## config.mk

```make
export PLATFORM = sky130hd
export DESIGN_NAME = multibyte_adder_seq
export DESIGN_NICKNAME = d
export VERILOG_FILES = /design/src/rtl/multibyte_adder_seq.sv
export SDC_FILE = /design/constraint.sdc
export NUM_CORES = 1
export LEC_CHECK = 0
export ABC_AREA = 1
export CORE_MARGIN = 5
export CORE_UTILIZATION = 25
export CTS_BUF_LIST = sky130_fd_sc_hd__clkbuf_2 sky130_fd_sc_hd__clkbuf_4 sky130_fd_sc_hd__clkbuf_8
export DETAILED_ROUTE_END_ITERATION = 10
export GPL_TIMING_DRIVEN = 0
export PLACE_DENSITY = 0.43
export SYNTH_ARGS = -nofsm -noshare
export SYNTH_HDL_FRONTEND = slang
export SYNTH_SLANG_ARGS = --single-unit
```

## constraint.sdc

```tcl
create_clock -name clk -period 6.1 [get_ports clk]
set_clock_uncertainty 0.05 [all_clocks]
set_input_delay 1.22 -clock clk [delete_from_list [all_inputs] [get_ports clk]]
set_output_delay 1.22 -clock clk [all_outputs]
set_load 0.1 [all_outputs]
```

## src/rtl/multibyte_adder_seq.sv

```systemverilog
// WORDS x 8-bit add/subtract sequencer: one shared 8-bit full-adder slice processes
// one byte per cycle, LSB first, with the carry held in a register between bytes.
module multibyte_adder_seq #(
   parameter int WORDS = 4
) (
   input  logic               clk,
   input  logic               rst_n,
   input  logic               in_valid,
   output logic               in_ready,
   input  logic [8*WORDS-1:0] op_a,
   input  logic [8*WORDS-1:0] op_b,
   input  logic               cin,
   input  logic               sub,
   output logic               out_valid,
   input  logic               out_ready,
   output logic [8*WORDS-1:0] result,
   output logic               cout,
   output logic               ovf,
   output logic               busy
);

   localparam int W     = 8 * WORDS;
   localparam int IDX_W = (WORDS > 1) ? $clog2(WORDS) : 1;

   typedef enum logic [1:0] {IDLE, RUN, DONE} state_t;

   state_t             state;
   state_t             state_nxt;
   logic [W-1:0]       a_reg;
   logic [W-1:0]       b_reg;
   logic [W-1:0]       res_reg;
   logic               sub_reg;
   logic               carry;
   logic               cout_reg;
   logic               ovf_reg;
   logic [IDX_W-1:0]   idx;
   logic [7:0]         a_byte;
   logic [7:0]         b_sel;
   logic [7:0]         b_byte;
   logic [8:0]         sum;
   logic [7:0]         low_sum;
   logic               c_msb;
   logic               last;
   logic               accept;

   always_ff @(posedge clk or negedge rst_n) begin
      if (!rst_n) state <= IDLE;
      else        state <= state_nxt;
   end

   always_comb begin
      state_nxt = state;
      in_ready  = 1'b0;
      out_valid = 1'b0;
      busy      = 1'b0;
      case (state)
         IDLE: begin
            in_ready = 1'b1;
            if (in_valid) state_nxt = RUN;
         end
         RUN: begin
            busy = 1'b1;
            if (last) state_nxt = DONE;
         end
         DONE: begin
            busy      = 1'b1;
            out_valid = 1'b1;
            if (out_ready) state_nxt = IDLE;
         end
         default: state_nxt = IDLE;
      endcase
   end

   assign accept = in_valid && (state == IDLE);
   assign last   = (idx == IDX_W'(WORDS - 1));

   // Byte lane selection and the single shared 8-bit adder slice
   always_comb begin
      a_byte = 8'd0;
      b_sel  = 8'd0;
      for (int i = 0; i < WORDS; i++) begin
         if (idx == IDX_W'(i)) begin
            a_byte = a_reg[i*8 +: 8];
            b_sel  = b_reg[i*8 +: 8];
         end
      end
      b_byte  = sub_reg ? ~b_sel : b_sel;
      sum     = {1'b0, a_byte} + {1'b0, b_byte} + {8'd0, carry};
      low_sum = {1'b0, a_byte[6:0]} + {1'b0, b_byte[6:0]} + {7'd0, carry};
      c_msb   = low_sum[7];
   end

   // Operands need no reset: they are only consumed after a capture
   always_ff @(posedge clk) begin
      if (accept) begin
         a_reg <= op_a;
         b_reg <= op_b;
      end
   end

   always_ff @(posedge clk or negedge rst_n) begin
      if (!rst_n) begin
         res_reg  <= '0;
         sub_reg  <= 1'b0;
         carry    <= 1'b0;
         cout_reg <= 1'b0;
         ovf_reg  <= 1'b0;
         idx      <= '0;
      end else if (accept) begin
         sub_reg <= sub;
         carry   <= sub | cin;
         idx     <= '0;
      end else if (state == RUN) begin
         for (int i = 0; i < WORDS; i++) begin
            if (idx == IDX_W'(i)) res_reg[i*8 +: 8] <= sum[7:0];
         end
         carry <= sum[8];
         if (last) begin
            cout_reg <= sum[8];
            ovf_reg  <= c_msb ^ sum[8];
         end else begin
            idx <= idx + IDX_W'(1);
         end
      end
   end

   assign result = res_reg;
   assign cout   = cout_reg;
   assign ovf    = ovf_reg;

endmodule

```

==> metrics.yaml, run 1 <==
status:
  outcome: "completed"
sta:
  maxSlewHeadroom: 0.3399
  final-hold-violation-count: 0
  fmax_mhz: 283.8
  fin_tns_setup_ns: 0
  drv_slew: 0
  min_period_over_period: 0.5776
  rsz0062_at_grt: "no"
  min_period_ns: 3.524
  worst_pin_slew_ns: 0.9870
  finalSetupViolations: 0
clock_network:
  cts_resized: 0
  clk_pin_slew_ns: 0.10
  cts_sinks: 104
  cts_tree: "done"
  worstSkewPairLatency_ns: 0.38
  ctsRootBufferMaster: "clkbuf_8"
  htree_levels: 3
  postCtsHoldBufs: 0
  clock_path_buffers: 2
  cts_made_buffers: 9
  cts.repair_timing.setup_buffer_count: 0
yosys:
  synth.most_common_cell: "nand2_1"
  synthTopCellsByCount: "154 x nand2_1, 64 x edfxtp_1, 40 x dfrtp_1"
  avgSynthCellArea_um2: 10.45
  ys_seq_area_frac: 0.6358
  syn_area_um2: 4597
  syn-num-nets: 526
  synth_top_area_cell: "edfxtp_1"
  async_flop_share: 0.3846
  yosys_most_used_dff: "edfxtp_1"
  yosys_warnings: 0
  synth_edf_count: 64
  ys_seq_elements: 104
  synth_top_area_share: 0.4181
  synthCells: 440
  ys_types: 29
  synth_area_leaders: "edfxtp_1 42%, dfrtp_1 22%, nand2_1 13%, ha_1 3.8%, inv_1 2.2%"
global_routing:
  track_usage: 0.1108
  grt_pass1_wl_mm: 18.83
  grt_antenna_before_repair: 0
  grt_max_degree: 72
  first_global_vias: 3588
  overflow: 0
worst_setup_path:
  crit_fanout: 3
  path_class: "reg -> out"
  cp-end-kind: "output port"
  rr_startpoint: "idx[1]"
  cp_data_required_time_ns: 4.83
  critPathLaunch: "state[0]"
  worstPathArrival_ns: 2.25
  cp-start-kind: "register"
detailed_routing:
  drt_iter0_drc: 184
  drcViolationCount: 0
  drt-total-wl_mm: 11.40
  wl_per_cell_um: 14.39
  viasPerCell: 4.152
  num_vias: 3288
  first_pass_iters: 4
  ant_nets: 0
placement:
  port_buffers: 106
  hpwlAfterDp_mm: 8.895
  gp_congestion: 0.7662
cells_and_area:
  area_growth_pct: 33.53
  antenna_cells: 0
  final_nets: 644
  drive_above_1_share: 0.07105
  fill_cells: 1858
job:
  maxCapViolCount: 0
hold_path:
  hold_class: "reg -> reg"
  holdCritStartpoint: "result[26]"
floorplan:
  die_area_um2: 21200
  die_x_um: 145.6
  top_level_ports: 107
  rows: 49
  start_util: 0.2550
  die_y_um: 145.6
  core_area_um2: 18020
-- cell usage in the layout, fill, tap and decap left out, types with 3 or more instances in the layout --
master | synthesis | routed
o21ai_0 | 20 | 20
clkbuf_8 | 0 | 9
nor2_1 | 25 | 25
nand3_1 | 17 | 17
nand2_1 | 154 | 154
xor2_1 | 9 | 9
inv_1 | 27 | 27
nand3b_1 | 3 | 3
a22oi_1 | 4 | 4
dfrtp_1 | 40 | 40
edfxtp_1 | 64 | 64
clkbuf_1 | 4 | 4
inv_2 | 7 | 6
o211ai_1 | 3 | 3
ha_1 | 14 | 14
buf_2 | 7 | 8
clkdlybuf4s50_1 | 0 | 105
a21oi_1 | 16 | 16
o21ai_1 | 9 | 9
-- kinds of logic (layout without fill, tap and decap cells) --
group,after synthesis,count (layout),share of synthesized area
buffers and inverters,47,170,0.04355
XOR/XNOR,11,11,0.02096
AO/OA/AOI/OAI,56,56,0.06778
AND/OR/NAND/NOR,206,206,0.1851
flip-flops,104,104,0.6358
adder cells (fa/ha/maj),16,16,0.04682
-- stage by stage --
stage               std cells    util  cell area, um2  hold slack [ns]  setup WS, ns
floorplan                 440       -            4597           0.3990         3.084
global placement          775  0.3298            5944           0.4192         2.285
detailed placement        776  0.3308            5962           0.4167         2.588
CTS                       792  0.3406            6138           0.4397         2.526
global route              792  0.3406            6138           0.4665         2.245
finish                    792  0.3406            6138           0.4336         2.576
-- cell type report --
| cell class | instances | area, um2 | share of cell area |
|---|---|---|---|
| Buffer | 13 | 72.57 | 0.01182 |
| Clock buffer | 9 | 123.9 | 0.02018 |
| Clock inverter | 7 | 52.55 | 0.008561 |
| Inverter | 34 | 130.1 | 0.02120 |
| Multi-Input combinational cell | 289 | 1474 | 0.2401 |
| Sequential cell | 104 | 2923 | 0.4762 |
| Tap cell | 229 | 286.5 | 0.04668 |
| Timing Repair Buffer | 107 | 1076 | 0.1753 |
-- worst max-delay path, stage by stage, from the launching register on --
cell	delay (ns)
dfrtp_1	0.41
inv_1	0.09
ha_1	0.22
clkdlybuf4s50_1	1.15
-- layer usage --
layer | vias up | global-route usage | share of wire
met3 | 13 | 0.03395 | 0.055
met1 | 1498 | 0.1432 | 0.47
met5 | - | 0 | 0
met2 | 94 | 0.1792 | 0.46
met4 | 0 | 0.03358 | 0.015
li1 | 1683 | - | -
-- path summary, 6_finish.rpt --
kind / endpoint / slack, ns / depth (start not counted)
max: in_ready / 2.58 / 3
min: result[26] / 0.43 / 2
max reg2reg: result[4] / 2.62 / 16
min reg2reg: result[26] / 0.43 / 2
max in group asynchronous: result[30] / 4.99 / 2
min in group asynchronous: sub_reg / 0.59 / 1
Power of run 1 is left out: the tool's default activity adds up to more than one toggle a clock period on the data nets, which glitch-free logic cannot reach.
==> run 2, diff against run 1 <==
Settings changed: PLACE_DENSITY 0.43 to 0.44.
Clock period 6.1 ns to 3.2 ns, I/O delays scaled along.
==> run 2 against run 1 <==
Against the previous run: sequential share of layout area down 0.94 points; wire length up 0.73%; final area up 2.0%; worst setup slack worse by 2.3 ns; via count up 0.52%; final cell count up 0.51%; count of clock-buffer cells in the layout up 2; register-to-register slack worse by 2.4 ns; utilization up 0.69 points; non-clock buffer count up 4; die area unchanged; global-route usage down 0.21 points.
==> metrics.yaml, run 2 (same netlist as run 1, synthesis figures left out) <==
status:
  outcome: "completed"
floorplan:
  start_util: 0.2550  # unchanged
  die_area_um2: 21200  # unchanged
  die_y_um: 145.6  # unchanged
  core_area_um2: 18020  # unchanged
  rows: 49  # unchanged
  die_x_um: 145.6  # unchanged
  top_level_ports: 107  # unchanged
cells_and_area:
  final_nets: 648  # +0.62%
  final_common_cell: "nand2_1"
  drive_above_1_share: 0.1058  # +0.03477
  area_growth_pct: 36.23
  postLayoutCoreUtil: 0.3474  # +0.006872
  antenna_cells: 0  # unchanged
  mostFrequentLayoutCells: "149 x nand2_1, 105 x clkdlybuf4s50_1, 64 x edfxtp_1, 40 x dfrtp_1"
  fin_cells: 796  # +0.51%
global_routing:
  grt_max_degree: 72  # unchanged
  grt_antenna_before_repair: 0  # unchanged
  first_global_vias: 3562  # -0.72%
  overflow: 0  # unchanged
  grt_pass1_wl_mm: 18.29  # -2.9%
  track_usage: 0.1086  # -0.002147
worst_setup_path:
  path_class: "reg -> reg"
  cp-start-kind: "register"
  worstPathArrival_ns: 3.20  # +0.95 ns
  cp-end-kind: "register"
  cp_data_required_time_ns: 3.43  # -1.40 ns
  crit_fanout: 9  # +6
sta:
  maxSlewHeadroom: 0.3424  # +0.002521
  drv_slew: 0  # unchanged
  worst_pin_slew_ns: 0.9833  # -0.003770 ns
  final-hold-violation-count: 0  # unchanged
  min_period_over_period: 0.9290
  rsz0062_at_grt: "no"
  setup_slack_ns: 0.2273  # -2.349 ns
  fmax_mhz: 336.4
  min_period_ns: 2.973
  finalSetupViolations: 0  # unchanged
detailed_routing:
  ant_nets: 0  # unchanged
  drcViolationCount: 0  # unchanged
  wl_per_cell_um: 14.43  # +0.22%
  viasPerCell: 4.152  # about the same
  first_pass_iters: 4  # unchanged
  drt-total-wl_mm: 11.48  # +0.73%
  num_vias: 3305  # +0.52%
  drt_iter0_drc: 202  # +9.8%
hold_path:
  hold_class: "reg -> reg"
clock_network:
  clk_pin_slew_ns: 0.10  # about the same
  clock_path_buffers: 2  # unchanged
  htree_levels: 3  # unchanged
  worstSkewPairLatency_ns: 0.38  # about the same
  ctsRootBufferMaster: "clkbuf_8"
  cts_made_buffers: 9  # unchanged
  cts_sinks: 104  # unchanged
  cts_tree: "done"
placement:
  pre_cts_slack_ns: -0.2507  # -2.839 ns
  hpwlAfterDp_mm: 8.794  # -1.1%
  gp_congestion: 0.7658  # about the same
  port_buffers: 106  # unchanged
  placed_cells: 776  # unchanged
job:
  maxCapViolCount: 0  # unchanged
[run 2: repair_timing]
action	CTS	global route
setup endpoints to repair	10	28
pin swaps	1	9
gates resized for setup	4	25
endpoints found under the hold margin	3	0
buffers inserted	1	2
hold buffers	1	0
[run 2: area by class of cell]
type | count | area, um2
fill | 1868 | 11760
sequential | 104 | 2923
multi-input combinational | 289 | 1560
timing repair buffer | 111 | 1109
tap | 229 | 286.5
clock buffer | 11 | 138.9
inverter | 34 | 130.1
buffer | 13 | 82.58
clock inverter | 5 | 32.53
[run 2: per-layer routing]
layer | wire (um) | up-vias | track usage
met4 | 234 | 0 | 0.04198
met5 | 0 | - | 0
met3 | 601 | 23 | 0.02772
met2 | 5238 | 92 | 0.1732
met1 | 5408 | 1497 | 0.1422
li1 | - | 1693 | -
[run 2: per-stage QoR]
stage | cell area, um2 | hold slack (ns) | setup TNS, ns
floorplan | 4597 | 0.2944 | 0
global placement | 5944 | 0.4192 | -0.6861
detailed placement | 5962 | 0.4189 | -0.9270
CTS | 6180 | 0.4463 | 0
global route | 6262 | 0.4708 | 0
finish | 6262 | 0.4426 | 0
[run 2: critical path, stage by stage (launching register included)]
cell and delay (ns):
dfrtp_1 0.42, ha_1 0.22, buf_6 0.15, nor2_4 0.22
buf_6 0.15, nand2_1 0.05, nand2_1 0.05, nand2_1 0.07
nand2_2 0.09, xnor2_2 0.12, fa_2 0.23, inv_2 0.05
fa_2 0.35, nand2_2 0.10, nand2_4 0.06, nand2_4 0.10
nor2_1 0.05, nor2_1 0.13, nand2_1 0.07, nand3_1 0.08
nand2_1 0.06
[run 2: final timing paths]
kind / startpoint / to / slack [ns] / depth (start not counted)
max in group asynchronous: rst_n / result[16] / 2.11 / 3
worst max-delay path: idx[0] / ovf / 0.23 / 20
worst min-delay path: result[8] / result[8] / 0.44 / 2
worst max register to register: idx[0] / ovf / 0.23 / 20
worst min register to register: result[8] / result[8] / 0.44 / 2
min in group asynchronous: rst_n / state[1] / 0.58 / 2
Power of run 2 is left out for the same reason.
==> run 3, diff against run 2 <==
Settings changed: GPL_TIMING_DRIVEN 0 to unset, REMOVE_ABC_BUFFERS set to 1, SKIP_LAST_GASP set to 1.
==> run 3 against run 2 <==
Against the previous run: fmax rose by 2.1%; worst hold slack got worse by 0.11 ns; count of clock-buffer cells in the layout fell by 2; flip-flop and latch count did not move; via count fell by 1.7%; critical path depth fell by 4; final area fell by 2.4%.
==> metrics.yaml, run 3 (same netlist as run 1, synthesis figures left out) <==
worst_setup_path:
  crit_family: "simple AND/OR/NAND/NOR gates"
  cpPeakStageDelay_ns: 0.46  # +0.04 ns
  cp-end-kind: "register"
  crit_chain: "inv_2, ha_1, inv_1, nor2_4, buf_4, nand2_1, nand2_1, o21ai_0, o21ai_0, ha_1, a21oi_1, nand2_1, nand2_1, nand3b_1, nand3_1, nand2_1"
  cp_slowest_cell: "dfrtp_1"
  cp-start-kind: "register"
  cpMostUsedCell: "nand2_1"
  worstPathBufferInverterCount: 3  # unchanged
  crit_fanout: 12  # +3
  path_class: "reg -> reg"
  worstPathArrival_ns: 3.13  # -0.07 ns
  cp_data_required_time_ns: 3.42  # about the same
detailed_routing:
  viasPerCell: 4.145  # -0.16%
  ant_nets: 0  # unchanged
  num_vias: 3250  # -1.7%
  drcViolationCount: 0  # unchanged
  wl_per_cell_um: 14.46  # +0.24%
  first_pass_iters: 4  # unchanged
  drt_iter0_drc: 130  # -36%
  drt-total-wl_mm: 11.34  # -1.3%
global_routing:
  grt_util_met3: 0.04080  # +0.01308
  grt_antenna_before_repair: 0  # unchanged
  overflow: 0  # unchanged
  grt_pass1_wl_mm: 18.42  # +0.75%
  busiest_layer: "met2"
  track_usage: 0.1097  # +0.001073
  grt_util_met1: 0.1527  # +0.01051
  first_global_vias: 3406  # -4.4%
  grt_max_degree: 51  # -29%
  gr-usage-met2: 0.1598  # -0.01338
sta:
  fin_tns_setup_ns: 0  # unchanged
  worst_pin_slew_ns: 0.9082  # -0.07504 ns
  setup_slack_ns: 0.2879  # +0.06062 ns
  final-hold-violation-count: 0  # unchanged
  drv_slew: 0  # unchanged
  fmax_mhz: 343.4  # +2.1%
  finalSetupViolations: 0  # unchanged
  min_period_over_period: 0.9100  # -0.01894
  maxSlewHeadroom: 0.3945  # +0.05208
  min_period_ns: 2.912  # -0.06062 ns
floorplan:
  top_level_ports: 107  # unchanged
  die_area_um2: 21200  # unchanged
  die_y_um: 145.6  # unchanged
  core_area_um2: 18020  # unchanged
  start_util: 0.2550  # unchanged
  rows: 49  # unchanged
  die_x_um: 145.6  # unchanged
cells_and_area:
  regArea_um2: 2923  # unchanged
  stdcell_area_um2: 6113  # -2.4%
  final_nets: 636  # -1.9%
  mostFrequentLayoutCells: "154 x nand2_1, 68 x clkdlybuf4s50_1, 64 x edfxtp_1, 41 x buf_4, 40 x dfrtp_1"
  fin_cells: 784  # -1.5%
  antenna_cells: 0  # unchanged
  area_growth_pct: 32.99
  final_common_cell: "nand2_1"
  fill_cells: 1850  # -0.96%
  multi_input_area_um2: 1514  # -3.0%
  drive_above_1_share: 0.1405  # +0.03472
job:
  maxCapViolCount: 0  # unchanged
status:
  outcome: "completed"
clock_network:
  clock_path_buffers: 2  # unchanged
  clk_pin_slew_ns: 0.10  # about the same
  cts_tree: "done"
  ctsRootBufferMaster: "clkbuf_8"
  cts_sinks: 104  # unchanged
  cts_made_buffers: 9  # unchanged
  htree_levels: 3  # unchanged
  worstSkewPairLatency_ns: 0.38  # about the same
placement:
  placed_cells: 768  # -1.0%
  hpwlAfterDp_mm: 8.788  # about the same
  port_buffers: 106  # unchanged
  placed_area_um2: 5832  # -2.2%
  pre_cts_slack_ns: 0.1842  # +0.4349 ns
  gp_congestion: 0.7692  # +0.44%
hold_path:
  hold_class: "in -> async"
==> run 3: repair_timing <==
item | CTS | global route
setup endpoints to repair | 0 | 14
endpoints found under the hold margin | 0 | 0
gates resized for setup | 0 | 10
hold buffers | 0 | 0
buffers inserted | 0 | 0
==> run 3: area by class of cell <==
| class | count | area share |
|---|---|---|
| multi-input combinational | 289 | 0.2476 |
| clock buffer | 9 | 0.02026 |
| clock inverter | 7 | 0.01801 |
| tap | 229 | 0.04687 |
| sequential | 104 | 0.4781 |
| inverter | 34 | 0.02088 |
| timing repair buffer | 112 | 0.1682 |
==> run 3: through the flow <==
stage | hold slack, ns | util
floorplan | 0.2944 | -
global placement | 0.4185 | 0.3235
detailed placement | 0.4199 | 0.3235
CTS | 0.3420 | 0.3365
global route | 0.3983 | 0.3392
finish | 0.3343 | 0.3392
==> run 3: final timing paths <==
path | from | endpoint | slack (ns) | depth (start not counted)
setup / recovery | idx[0] | result[29] | 0.29 | 16
hold / removal | rst_n | state[0] | 0.33 | 1
setup reg to reg | idx[0] | result[29] | 0.29 | 16
hold reg to reg | result[21] | result[21] | 0.44 | 2
max in group asynchronous | rst_n | result[21] | 2.19 | 1
min in group clk | result[21] | result[21] | 0.44 | 2
==> run 3: worst register-to-register path: cells and delay by family (launching register included) <==
kind	cells	cell delay [ns]
AO/OA/AOI/OAI	3	0.44
adder cells (fa/ha/maj)	2	0.47
AND/OR/NAND/NOR	8	0.96
buffers and inverters	3	0.45
flip-flops	1	0.46
==> run 3: routing by layer <==
metal  routed length, um  vias up  share of wire
li1                    -     1670              -
met3                 705       11          0.062
met2                4874       92           0.43
met5                   0        -              0
met4                 137        0          0.012
met1                5620     1477           0.50
Power of run 3 is left out for the same reason.
